**config.mk**
```make
export PLATFORM = sky130hd
export DESIGN_NAME = hit_judge
export DESIGN_NICKNAME = d
export VERILOG_FILES = /design/src/rtl/rhythm_pkg.sv /design/src/rtl/judge_window_cmp.sv /design/src/rtl/hit_judge.sv
export SDC_FILE = /design/constraint.sdc
export NUM_CORES = 1
export LEC_CHECK = 0
export CORE_MARGIN = 4
export CORE_UTILIZATION = 40
export CTS_BUF_LIST = sky130_fd_sc_hd__clkbuf_16
export DETAILED_ROUTE_END_ITERATION = 8
export PLACE_DENSITY = 0.67
export SYNTH_ARGS = -nofsm -noshare
export SYNTH_HDL_FRONTEND = slang
export SYNTH_SLANG_ARGS = --single-unit
export TNS_END_PERCENT = 5
```
**constraint.sdc**
```tcl
create_clock -name clk -period 8.16 [get_ports clk]
set_input_delay 0.816 -clock clk [delete_from_list [all_inputs] [get_ports clk]]
set_output_delay 0.816 -clock clk [all_outputs]
set_load 0.005 [all_outputs]
```
**src/rtl/rhythm_pkg.sv**
```systemverilog
// rtl/rhythm_pkg.sv - shared grade/state types, window defaults and saturating counters for hit judging
package rhythm_pkg;

  localparam int DEF_PERFECT_WIN = 2;
  localparam int DEF_GOOD_WIN    = 5;
  localparam int SCORE_MAX       = 8191;
  localparam int COMBO_MAX       = 999;

  typedef enum logic [1:0] {
    GRADE_NONE    = 2'd0,
    GRADE_MISS    = 2'd1,
    GRADE_GOOD    = 2'd2,
    GRADE_PERFECT = 2'd3
  } grade_e;

  typedef enum logic [1:0] {
    ST_IDLE = 2'd0,
    ST_SCAN = 2'd1,
    ST_DONE = 2'd2
  } state_e;

  function automatic logic [12:0] score_add(input logic [12:0] score, input logic [1:0] inc);
    logic [13:0] sum;
    sum = {1'b0, score} + {12'd0, inc};
    score_add = (sum > 14'(SCORE_MAX)) ? 13'(SCORE_MAX) : sum[12:0];
  endfunction

  function automatic logic [9:0] combo_inc(input logic [9:0] combo);
    combo_inc = (combo >= 10'(COMBO_MAX)) ? 10'(COMBO_MAX) : combo + 10'd1;
  endfunction

endpackage

```
**src/rtl/judge_window_cmp.sv**
```systemverilog
// rtl/judge_window_cmp.sv - combinational timing-window classifier for one lane's head note
module judge_window_cmp
  import rhythm_pkg::*;
#(
  parameter int PERFECT_WIN = DEF_PERFECT_WIN,
  parameter int GOOD_WIN    = DEF_GOOD_WIN
) (
  input  logic signed [16:0] diff,
  input  logic               note_valid,
  input  logic               press,
  output grade_e             grade,
  output logic               pop
);

  logic [16:0] mag;
  logic        late;

  // diff spans +/-65535, so negating never overflows 17 bits
  assign mag  = diff[16] ? 17'(-diff) : 17'(diff);
  assign late = !diff[16] && (mag > 17'(GOOD_WIN));

  always_comb begin
    grade = GRADE_NONE;
    pop   = 1'b0;
    if (note_valid && press && (mag <= 17'(PERFECT_WIN))) begin
      grade = GRADE_PERFECT;
      pop   = 1'b1;
    end else if (note_valid && press && (mag <= 17'(GOOD_WIN))) begin
      grade = GRADE_GOOD;
      pop   = 1'b1;
    end else if (note_valid && late) begin
      grade = GRADE_MISS;
      pop   = 1'b1;
    end
  end

endmodule

```
**src/rtl/hit_judge.sv**
```systemverilog
// rtl/hit_judge.sv - per-frame four-lane hit judge: scans lanes D,F,J,K, grades presses, keeps score and combo
module hit_judge
  import rhythm_pkg::*;
#(
  parameter int PERFECT_WIN = DEF_PERFECT_WIN,
  parameter int GOOD_WIN    = DEF_GOOD_WIN
) (
  input  logic             clk,
  input  logic             reset_n,
  input  logic             new_frame,
  input  logic [3:0]       dfjk,
  input  logic [15:0]      un_time,
  input  logic [3:0]       note_valid,
  input  logic [3:0][15:0] note_time,
  output logic [3:0]       note_pop,
  output logic [12:0]      score,
  output logic [9:0]       combo,
  output logic [1:0]       precise,
  output logic             judge_valid,
  output logic             overrun
);

  state_e      state_q, state_d;
  logic [1:0]  lane_q, lane_d;
  logic [15:0] time_q, time_d;
  logic [3:0]  press_q, press_d;
  logic [3:0]  prev_dfjk_q, prev_dfjk_d;
  logic [12:0] score_q, score_d;
  logic [9:0]  combo_q, combo_d;
  grade_e      precise_q, precise_d;
  logic        judge_valid_q, judge_valid_d;
  logic        overrun_q, overrun_d;

  logic signed [16:0] lane_diff;
  grade_e             lane_grade;
  logic               lane_pop;
  logic               scan_active;

  assign scan_active = (state_q == ST_SCAN);
  assign lane_diff   = $signed({1'b0, time_q}) - $signed({1'b0, note_time[lane_q]});

  judge_window_cmp #(
    .PERFECT_WIN(PERFECT_WIN),
    .GOOD_WIN   (GOOD_WIN)
  ) u_cmp (
    .diff      (lane_diff),
    .note_valid(note_valid[lane_q]),
    .press     (press_q[lane_q]),
    .grade     (lane_grade),
    .pop       (lane_pop)
  );

  // pop is decoded from state so an asynchronous reset silences it immediately
  assign note_pop = (scan_active && lane_pop) ? (4'b0001 << lane_q) : 4'b0000;

  always_comb begin
    state_d       = state_q;
    lane_d        = lane_q;
    time_d        = time_q;
    press_d       = press_q;
    prev_dfjk_d   = prev_dfjk_q;
    score_d       = score_q;
    combo_d       = combo_q;
    precise_d     = precise_q;
    judge_valid_d = 1'b0;
    overrun_d     = overrun_q | (new_frame && (state_q != ST_IDLE));

    case (state_q)
      ST_IDLE: begin
        if (new_frame) begin
          time_d      = un_time;
          press_d     = dfjk & ~prev_dfjk_q;
          prev_dfjk_d = dfjk;
          lane_d      = 2'd0;
          state_d     = ST_SCAN;
        end
      end
      ST_SCAN: begin
        if (lane_grade != GRADE_NONE) begin
          judge_valid_d = 1'b1;
          precise_d     = lane_grade;
        end
        case (lane_grade)
          GRADE_PERFECT: begin
            score_d = score_add(score_q, 2'd3);
            combo_d = combo_inc(combo_q);
          end
          GRADE_GOOD: begin
            score_d = score_add(score_q, 2'd1);
            combo_d = combo_inc(combo_q);
          end
          GRADE_MISS: combo_d = 10'd0;
          default: ;
        endcase
        if (lane_q == 2'd3) begin
          state_d = ST_DONE;
        end else begin
          lane_d = lane_q + 2'd1;
        end
      end
      ST_DONE: state_d = ST_IDLE;
      default: state_d = ST_IDLE;
    endcase
  end

  always_ff @(posedge clk or negedge reset_n) begin
    if (!reset_n) begin
      state_q       <= ST_IDLE;
      lane_q        <= 2'd0;
      time_q        <= 16'd0;
      press_q       <= 4'd0;
      prev_dfjk_q   <= 4'd0;
      score_q       <= 13'd0;
      combo_q       <= 10'd0;
      precise_q     <= GRADE_NONE;
      judge_valid_q <= 1'b0;
      overrun_q     <= 1'b0;
    end else begin
      state_q       <= state_d;
      lane_q        <= lane_d;
      time_q        <= time_d;
      press_q       <= press_d;
      prev_dfjk_q   <= prev_dfjk_d;
      score_q       <= score_d;
      combo_q       <= combo_d;
      precise_q     <= precise_d;
      judge_valid_q <= judge_valid_d;
      overrun_q     <= overrun_d;
    end
  end

  assign score       = score_q;
  assign combo       = combo_q;
  assign precise     = precise_q;
  assign judge_valid = judge_valid_q;
  assign overrun     = overrun_q;

endmodule

```
## Yosys cells after proc, flatten, opt, wreduce, memory -nomap -nowiden

Cells that the tools add are included.

| word-level totals | value |
|---|---|
| register bits after elaboration | 55 |
| latch bits | 0 |
| RAM bits | 0 |
| memory bits (read-only) | 0 |
| input port bits | 91 |
| output and inout port bits | 31 |
| word-level logic and storage cells | 83 |
| memories | 0 |

| operators by class | value |
|---|---|
| add/sub/neg operators | 6 |
| $mul | 0 |
| divide/modulo/power cells | 0 |
| magnitude comparators | 7 |
| equal/unequal tests | 8 |
| shift-type cells | 1 |
| multiplexer cells | 27 |
| bitwise operators | 3 |
| reductions and logical operators | 21 |

Operators with widths:

| kind | number |
|---|---|
| $bmux 16 s2 | 1 |
| $gt 14x13->1 const B | 2 |
| $mux 13 | 2 |
| $pmux 13 s2 | 1 |
| $pmux 10 s2 | 1 |
| $gt 17x3->1 const B | 1 |
| $le 17x2->1 const B | 1 |
| $le 17x3->1 const B | 1 |
| $mux 17 | 1 |
| $neg 17->17 | 1 |
| $sub 16x16->17 | 1 |
| $mux 16 | 1 |
| $add 13x1->14 const B | 1 |
| $add 13x2->14 const B | 1 |
| $mux 2 | 6 |
| $add 10x1->10 const B | 1 |
| $ge 10x10->1 const B | 1 |
| $mux 10 | 1 |
| $reduce_and 2->1 | 5 |
| $reduce_bool 2->1 | 5 |
| $mux 1 | 8 |
| $pmux 2 s2 | 2 |
| $logic_and 1x1->1 | 7 |
| $eq 2x2->1 const B | 3 |
| 15 further kinds | 18 |

## Depth between registers and ports, before layout

Gate-level depths: netlist of the first run.

| depth | value |
|---|---|
| depth after elaboration | 15 |
| gate-level depth with buffers | 21 |
| gate-level depth less buffers | 16 |

## Hierarchy

From an unflattened synthesis of the first run, not the netlist that was laid out.

| second synthesis, totals | value |
|---|---|
| cell total of the unflattened synthesis | 473 |
| area, all modules | 4503.1 sq um |

By module, submodules not included:

| module | times used | cells an instance | area each (sq um) |
|---|---|---|---|
| hit_judge | 1 | 381 | 3890.0 |
| judge_window_cmp | 1 | 92 | 613.1 |

## Worst setup path after synthesis of the first run

Ideal clock, no wire load.

| timing path | value |
|---|---|
| path type | register to output |
| from | reg lane_q[0] |
| to | out note_pop[0] |
| arrival | 5.417 ns |
| required time | 7.344 ns |
| slack | 1.927 ns |
| cell stages (with the launch flop) | 21 |
| cells stage by stage | dfrtp_1 > buf_1 > buf_1 > mux4_2 > ha_1 > inv_1 > fa_1 > a21o_1 > a31o_1 > a221o_1 > xor2_1 > or4_4 > a311oi_2 > nor3_1 > a211o_1 > buf_6 > o31a_2 > buf_2 > a21oi_1 > buf_2 > nor2b_1 |

| on the way | value |
|---|---|
| longest elaborated chain between the ends | 13 |
| elaborated cells on any way between the ends | 24 |
| classes of those cells | 2 x add/sub; 3 x order compare; 1 x shift; 11 x mux; 7 x reduce/logical |

RTL lines:

| element | RTL line | source |
|---|---|---|
| start: declaration | hit_judge.sv:24 | `logic [1:0] lane_q, lane_d;` |
| start signal: assignment | hit_judge.sv:120 | `lane_q <= lane_d;` |
| $bmux 16 s2 | hit_judge.sv:40 | `assign lane_diff = $signed({1'b0, time_q}) - $signed({1'b0, note_time[lane_q]});` |
| $mux 16 (not written as such) | hit_judge.sv:40 |  |
| $sub 16x16->17 | hit_judge.sv:40 |  |
| $neg 17->17 | judge_window_cmp.sv:19 | `assign mag = diff[16] ? 17'(-diff) : 17'(diff);` |
| $mux 17 | judge_window_cmp.sv:19 |  |
| $gt 17x3->1 | judge_window_cmp.sv:20 | `assign late = !diff[16] && (mag > 17'(GOOD_WIN));` |
| $logic_and 1x1->1 | judge_window_cmp.sv:20 |  |
| $logic_and 1x1->1 | judge_window_cmp.sv:31 | `end else if (note_valid && late) begin` |
| $mux 1 | judge_window_cmp.sv:31 |  |
| $mux 1 | judge_window_cmp.sv:28 | `end else if (note_valid && press && (mag <= 17'(GOOD_WIN))) begin` |
| $mux 1 | judge_window_cmp.sv:25 | `if (note_valid && press && (mag <= 17'(PERFECT_WIN))) begin` |
| $logic_and 1x1->1 | hit_judge.sv:54 | `assign note_pop = (scan_active && lane_pop) ? (4'b0001 << lane_q) : 4'b0000;` |
| $mux 4 (*) | hit_judge.sv:54 |  |
| end: declaration | hit_judge.sv:15 | `output logic [3:0] note_pop,` |

Every way passes the cells marked *; elsewhere a longest branch is shown, timed or not. The select of a mux whose other input is x is not followed.

## Worst setup path in the final report of the first run

| timing path | value |
|---|---|
| from | reg lane_q[0] |
| to | out note_pop[1] |

Same word-level chain as after synthesis.

==> metrics.cfg, run 1 <==
[placement]
dpl.cell_count=870
port_buffers=121
dpl-instance-area_um2=6300
gp_congestion=0.904
dpl.hpwl_um=10800

[sta]
max_slew_margin_pct=34.2
drv_slew=0
layout_min_cycle_time_ns=7.08
rsz0062_at_grt=no
finalSetupViolCount=0
clock_skew_ns=0.0105
worst_pin_slew_ns=0.982
fin_setup_tns_ns=0
post-route-period-util_pct=86.8
finalHoldViolCount=0
max_freq_mhz=141

[power]
switchingPower_mw=1.38
p_leak_nw=2.73
power_frac_seq_pct=15.3
pwr-share-comb_pct=75.4
p_int_mw=1.32
p_total_mw=2.71
ir_drop_v=0.000183
switching_share_pct=51.1
power_density_nw_per_um2=419
p_clk_share_pct=9.3

[floorplanning]
io-pin-count=122
die-area_um2=14300
initial_core_util_pct=41.2
row_count=40
die_x_um=120
coreArea_um2=12100
die_y_um=120

[worst_setup_path]
worstReg2RegStart=lane_q[0]
critPathLaunch=lane_q[0]
arrival_ns=6.27
startpoint_type=flip-flop
cp-end-kind=primary output
crit_fanout=12
crit_type=reg2out
cp.required_ns=7.34

[logic_synthesis]
synthFlopType=dfrtp_1
async_reset_ff_share_pct=100
ys_types=84
syn_inst=606
syn-cell-area_um2=4990
synth_nets=723
yosys_warnings=0
ys_ff_latch=55
synth_enable_flop_cells=0
synth_area_per_cell_um2=8.24
ys_seq_area_share_pct=27.6

[status]
status=finished, final reports clean

[final_layout]
syn2layout_area_growth_pct=29.6
fill_cells=1111
drive_gt1_share_pct=7.75
final_cell_mix=clkdlybuf4s50_1 (120), nand2_1 (112), dfrtp_1 (55), nor2_1 (47), a21oi_1 (35)
layout_commonest_cell=clkdlybuf4s50_1
final_area_um2=6470
regArea_um2=1380
finalNetCount=826
antennaDiodeCount=0
final_cells=878
multi_input_comb_area_um2=3360
post-route-util_pct=53.4

[route]
drt-total-wl_um=13700
viasPerCell=5.70
top_layer=met4
wirelength_met1_um=6260
wl_per_cell_um=15.6
first_pass_iters=5
drc=0
wl_met3_um=733
drt-initial-drc-count=381
via_count=5003
wl_met2_um=6520
detail-route-antenna-nets=0

[clock_network]
cts_setup_buffers=0
cts-root-buf=clkbuf_16
clk_pin_slew_ns=0.07
cts_resized=0
cts_num_sinks=55
cts_made_buffers=5
clk_path_buf_depth=2
hold_buffers=0
cts_tree=yes
htreeDepth=2
clock_latency_ns=0.30

[global_route]
antenna_found_initial=0
grt-ovfl-total=0
grt_pass1_wl_um=23000
grt_max_degree=56
grt_pass1_vias=4822
grt_usage_pct=19.2

[min_path]
hold_class=reg2reg
hp-start=press_q[2]

[job]
cap_viol_max_count=0

==> sequential cells by signal, indices dropped and copies added, names as in the netlist <==
| name | flops |
|---|---|
| state_q | 2 |
| overrun | 1 |
| combo | 10 |
| lane_q | 2 |
| prev_dfjk_q | 4 |
| precise | 2 |
| time_q | 16 |
| judge_valid | 1 |
| score | 13 |
| press_q | 4 |
==> Yosys cell counts (5+ instances only) <==
cell type | number | area (µm²)
nor3_1 | 17 | 85.1
and2_1 | 9 | 56.3
and3_1 | 10 | 62.6
nor2b_1 | 7 | 43.8
a21oi_1 | 35 | 175
dfrtp_1 | 55 | 1380
a311oi_1 | 5 | 43.8
or3_1 | 7 | 43.8
ha_1 | 25 | 313
nand3_1 | 17 | 85.1
o22ai_1 | 6 | 37.5
nand2_1 | 112 | 420
a31oi_1 | 6 | 37.5
nand2b_1 | 7 | 43.8
nand3b_1 | 5 | 37.5
a21o_1 | 5 | 37.5
inv_1 | 32 | 120
nor2_1 | 47 | 176
mux4_2 | 18 | 405
mux2i_1 | 5 | 50.1
buf_2 | 8 | 40.0
o21ai_0 | 33 | 165
nand4_1 | 8 | 50.1
clkbuf_1 | 15 | 56.3
xnor2_1 | 5 | 43.8
a221oi_1 | 5 | 43.8
o21a_1 | 9 | 67.6
==> cell families (layout without fill, tap and decap cells) <==
group,after synthesis,count (layout),synth area share [%]
simple gates,268,268,26.0
compound gates,159,159,22.5
buf+inv,61,165,5.09
flops,55,55,27.6
fa+ha+maj,26,26,6.67
mux,26,26,9.80
xor+xnor,11,11,2.38
==> routing by layer <==
layer  vias up  global-route usage (%)
met2       162                    31.9
li1       2429                       -
met5         -                       0
met4         0                    4.65
met1      2393                    26.1
met3        19                    3.53
==> power groups by stage <==
stage | Clock (mW) | Combinational [mW] | Sequential [mW]
2_1_floorplan | 0 | 1.63 | 0.382
3_3_place_gp | 0 | 1.96 | 0.416
3_5_place_dp | 0 | 2.01 | 0.421
4_1_cts | 0.258 | 2.02 | 0.416
5_1_grt | 0.269 | 2.27 | 0.425
6_report | 0.253 | 2.04 | 0.413
==> worst paths after layout <==
check / end / slack [ns] / cells after the start
max in group asynchronous: score[9] / 7.02 / 2
hold / removal: press_q[2] / 0.47 / 2
hold reg to reg: press_q[2] / 0.47 / 2
setup / recovery: note_pop[1] / 1.08 / 18
setup reg to reg: score[8] / 2.06 / 16
min in group asynchronous: time_q[14] / 0.63 / 2
==> area by class of cell <==
type	count	share of cell area (%)
clock buffers	5	1.93
clock inverters	3	0.657
inverters	32	1.86
multi-input cells	490	51.9
flip-flops and latches	55	21.3
well taps	168	3.25
repair buffers	125	19.1
==> stage by stage <==
step	setup slack (ns)	hold slack, ns
floorplan	1.93	0.433
global placement	1.47	0.449
detailed placement	1.29	0.451
CTS	1.03	0.469
global route	0.470	0.496
finish	1.08	0.467
==> worst max-delay path, cell delays in order, from the launching register on <==
cell and delay [ns]:
dfrtp_1 0.71, buf_4 0.37, mux4_2 0.54, inv_1 0.07
ha_1 0.28, o211a_1 0.16, a21boi_1 0.15, or3_2 0.45
a211oi_1 0.56, nand3_1 0.27, mux2i_1 0.18, o32a_1 0.43
nor4_1 0.42, nor3b_1 0.24, buf_4 0.22, a21oi_1 0.06
buf_4 0.19, nor2b_1 0.12, clkdlybuf4s50_1 0.51
(Power assumes the default switching activity.)
==> run 2: changes to the inputs <==
--- a/config.mk
+++ b/config.mk
@@ -5,11 +5,13 @@
 export SDC_FILE = /design/constraint.sdc
 export NUM_CORES = 1
 export LEC_CHECK = 0
+export CELL_PAD_IN_SITES_DETAIL_PLACEMENT = 0
+export CELL_PAD_IN_SITES_GLOBAL_PLACEMENT = 1
 export CORE_MARGIN = 4
-export CORE_UTILIZATION = 40
+export CORE_UTILIZATION = 37
 export CTS_BUF_LIST = sky130_fd_sc_hd__clkbuf_16
 export DETAILED_ROUTE_END_ITERATION = 8
-export PLACE_DENSITY = 0.67
+export PLACE_DENSITY = 0.81
 export SYNTH_ARGS = -nofsm -noshare
 export SYNTH_HDL_FRONTEND = slang
 export SYNTH_SLANG_ARGS = --single-unit
==> run 2 against run 1 <==
Against the previous run: die area rose by 7.6%; critical path depth did not move; clock-buffer cell count did not move; sequential cell count did not move.
==> metrics.cfg, run 2 (same netlist as run 1, synthesis figures left out) <==
[final_layout]
drive_gt1_share_pct=7.89
layout_commonest_cell=clkdlybuf4s50_1
syn2layout_area_growth_pct=29.4
largest_register=time_q
post-route-util_pct=48.8
fill_cells=1295
antennaDiodeCount=0
final_cell_mix=clkdlybuf4s50_1 (120), nand2_1 (112), dfrtp_1 (55), nor2_1 (47), a21oi_1 (35)
final_cells=886
largest_register_ffs=16
finalNetCount=826

[power]
p_leak_nw=2.72
switchingPower_mw=1.39
power_density_nw_per_um2=415
ir_drop_v=0.000163
pwr-share-comb_pct=76.0
p_clk_share_pct=8.6
p_int_mw=1.30
switching_share_pct=51.7
power_frac_seq_pct=15.5

[status]
status=finished, final reports clean

[global_route]
grt-ovfl-total=0
grt_pass1_vias=4836
grt_usage_pct=18.9
antenna_found_initial=0
grt_pass1_wl_um=23700
grt_max_degree=56

[clock_network]
clk_path_buf_depth=2
hold_buffers=0
clock_latency_ns=0.30
cts_made_buffers=5
clk_pin_slew_ns=0.07
cts-root-buf=clkbuf_16
htreeDepth=2
cts_resized=0
cts_num_sinks=55
cts_setup_buffers=0
cts_tree=yes

[sta]
max_slew_margin_pct=30.2
whs_ns=0.470
worst_slack_ns=1.18
finalHoldViolCount=0
post-route-period-util_pct=85.6
fin_setup_tns_ns=0
drv_slew=0
worst_pin_slew_ns=1.04
rsz0062_at_grt=no
layout_min_cycle_time_ns=6.98
finalSetupViolCount=0
clock_skew_ns=0.00659
max_freq_mhz=143

[worst_setup_path]
cp-end-kind=primary output
cp_slowest_cell=dfrtp_1
crit_fanout=21
crit_chain=mux4_2 > ha_1 > inv_1 > fa_1 > a21o_1 > a221oi_4 > xnor2_2 > nor4_1 > nand3_1 > mux2i_1 > o32a_1 > nor4_1 > nor3b_1 > buf_4 > a21oi_1 > buf_4 > nor2b_1 > clkdlybuf4s50_1
crit_path_end=note_pop[0]
cp.required_ns=7.34
arrival_ns=6.17
critPathMaxStageDelay_ns=0.95
r2r_cells=16
startpoint_type=flip-flop
r2r-end=score[8]
reg2reg_slack_ns=2.14
worstReg2RegStart=lane_q[1]
critPathLaunch=lane_q[1]
crit_type=reg2out

[route]
wl_per_cell_um=16.2
drt-total-wl_um=14300
via_count=4912
detail-route-antenna-nets=0
drt-initial-drc-count=256
drc=0
first_pass_iters=5
viasPerCell=5.54

[placement]
dpl.cell_count=878
port_buffers=121
dpl.hpwl_um=11100
pre_cts_slack_ns=1.24
gp_congestion=0.899

[floorplanning]
initial_core_util_pct=37.7
die_y_um=124
row_count=42
coreArea_um2=13200
die_x_um=124
io-pin-count=122
die-area_um2=15400

[min_path]
hold_class=reg2reg

[job]
cap_viol_max_count=0

## run 2: changes by cell type in the layout (fill, tap and decap cells not counted), sizes merged
cell | before | now
bufinv | 1 | 0
clkinv | 0 | 1
## run 2: final cells by class
class	instances	area [µm²]	share of cell area [%]
multi-input cells	490	3360	52.0
flip-flops and latches	55	1380	21.3
repair buffers	125	1240	19.1
well taps	176	220	3.41
clock buffers	5	125	1.94
inverters	32	120	1.86
clock inverters	3	22.5	0.348
## run 2: critical path, delay by kind of cell (launching register included)
family | cells | cell delay [ns]
AOI/OAI and AO/OA | 4 | 1.18
adders and majority gates | 2 | 0.59
buffers and inverters | 4 | 1.01
muxes | 2 | 0.54
xor gates and xnor gates | 1 | 0.19
and+or+nand+nor | 5 | 1.40
DFF | 1 | 0.95
## run 2: worst min path at each step
stage	start	to	cells after the start
after floorplan	press_q[2]	press_q[2]	2
after global placement	prev_dfjk_q[0]	prev_dfjk_q[0]	2
after detailed placement	prev_dfjk_q[3]	prev_dfjk_q[3]	2
after CTS	prev_dfjk_q[2]	prev_dfjk_q[2]	2
after global routing	prev_dfjk_q[0]	prev_dfjk_q[0]	2
final	prev_dfjk_q[2]	prev_dfjk_q[2]	2
## run 2: stage by stage
stage	cell area [µm²]	total power, mW
2_1_floorplan	4990	2.01
3_3_place_gp	6310	2.40
3_5_place_dp	6310	2.44
4_1_cts	6460	2.68
5_1_grt	6460	2.96
6_report	6460	2.68
## run 2: per-layer routing
layer / up-vias / routed length, µm / track usage, %
li1: 2428 / - / -
met1: 2351 / 6650 / 26.3
met2: 121 / 6790 / 30.0
met3: 12 / 687 / 3.81
met4: 0 / 186 / 5.00
met5: - / 0 / 0
## run 2: power groups by stage
stage	registers, mW	clock network, mW	logic, mW
6_report	0.415	0.230	2.04
5_1_grt	0.427	0.243	2.29
4_1_cts	0.418	0.237	2.03
3_5_place_dp	0.423	0	2.01
3_3_place_gp	0.420	0	1.98
2_1_floorplan	0.382	0	1.63
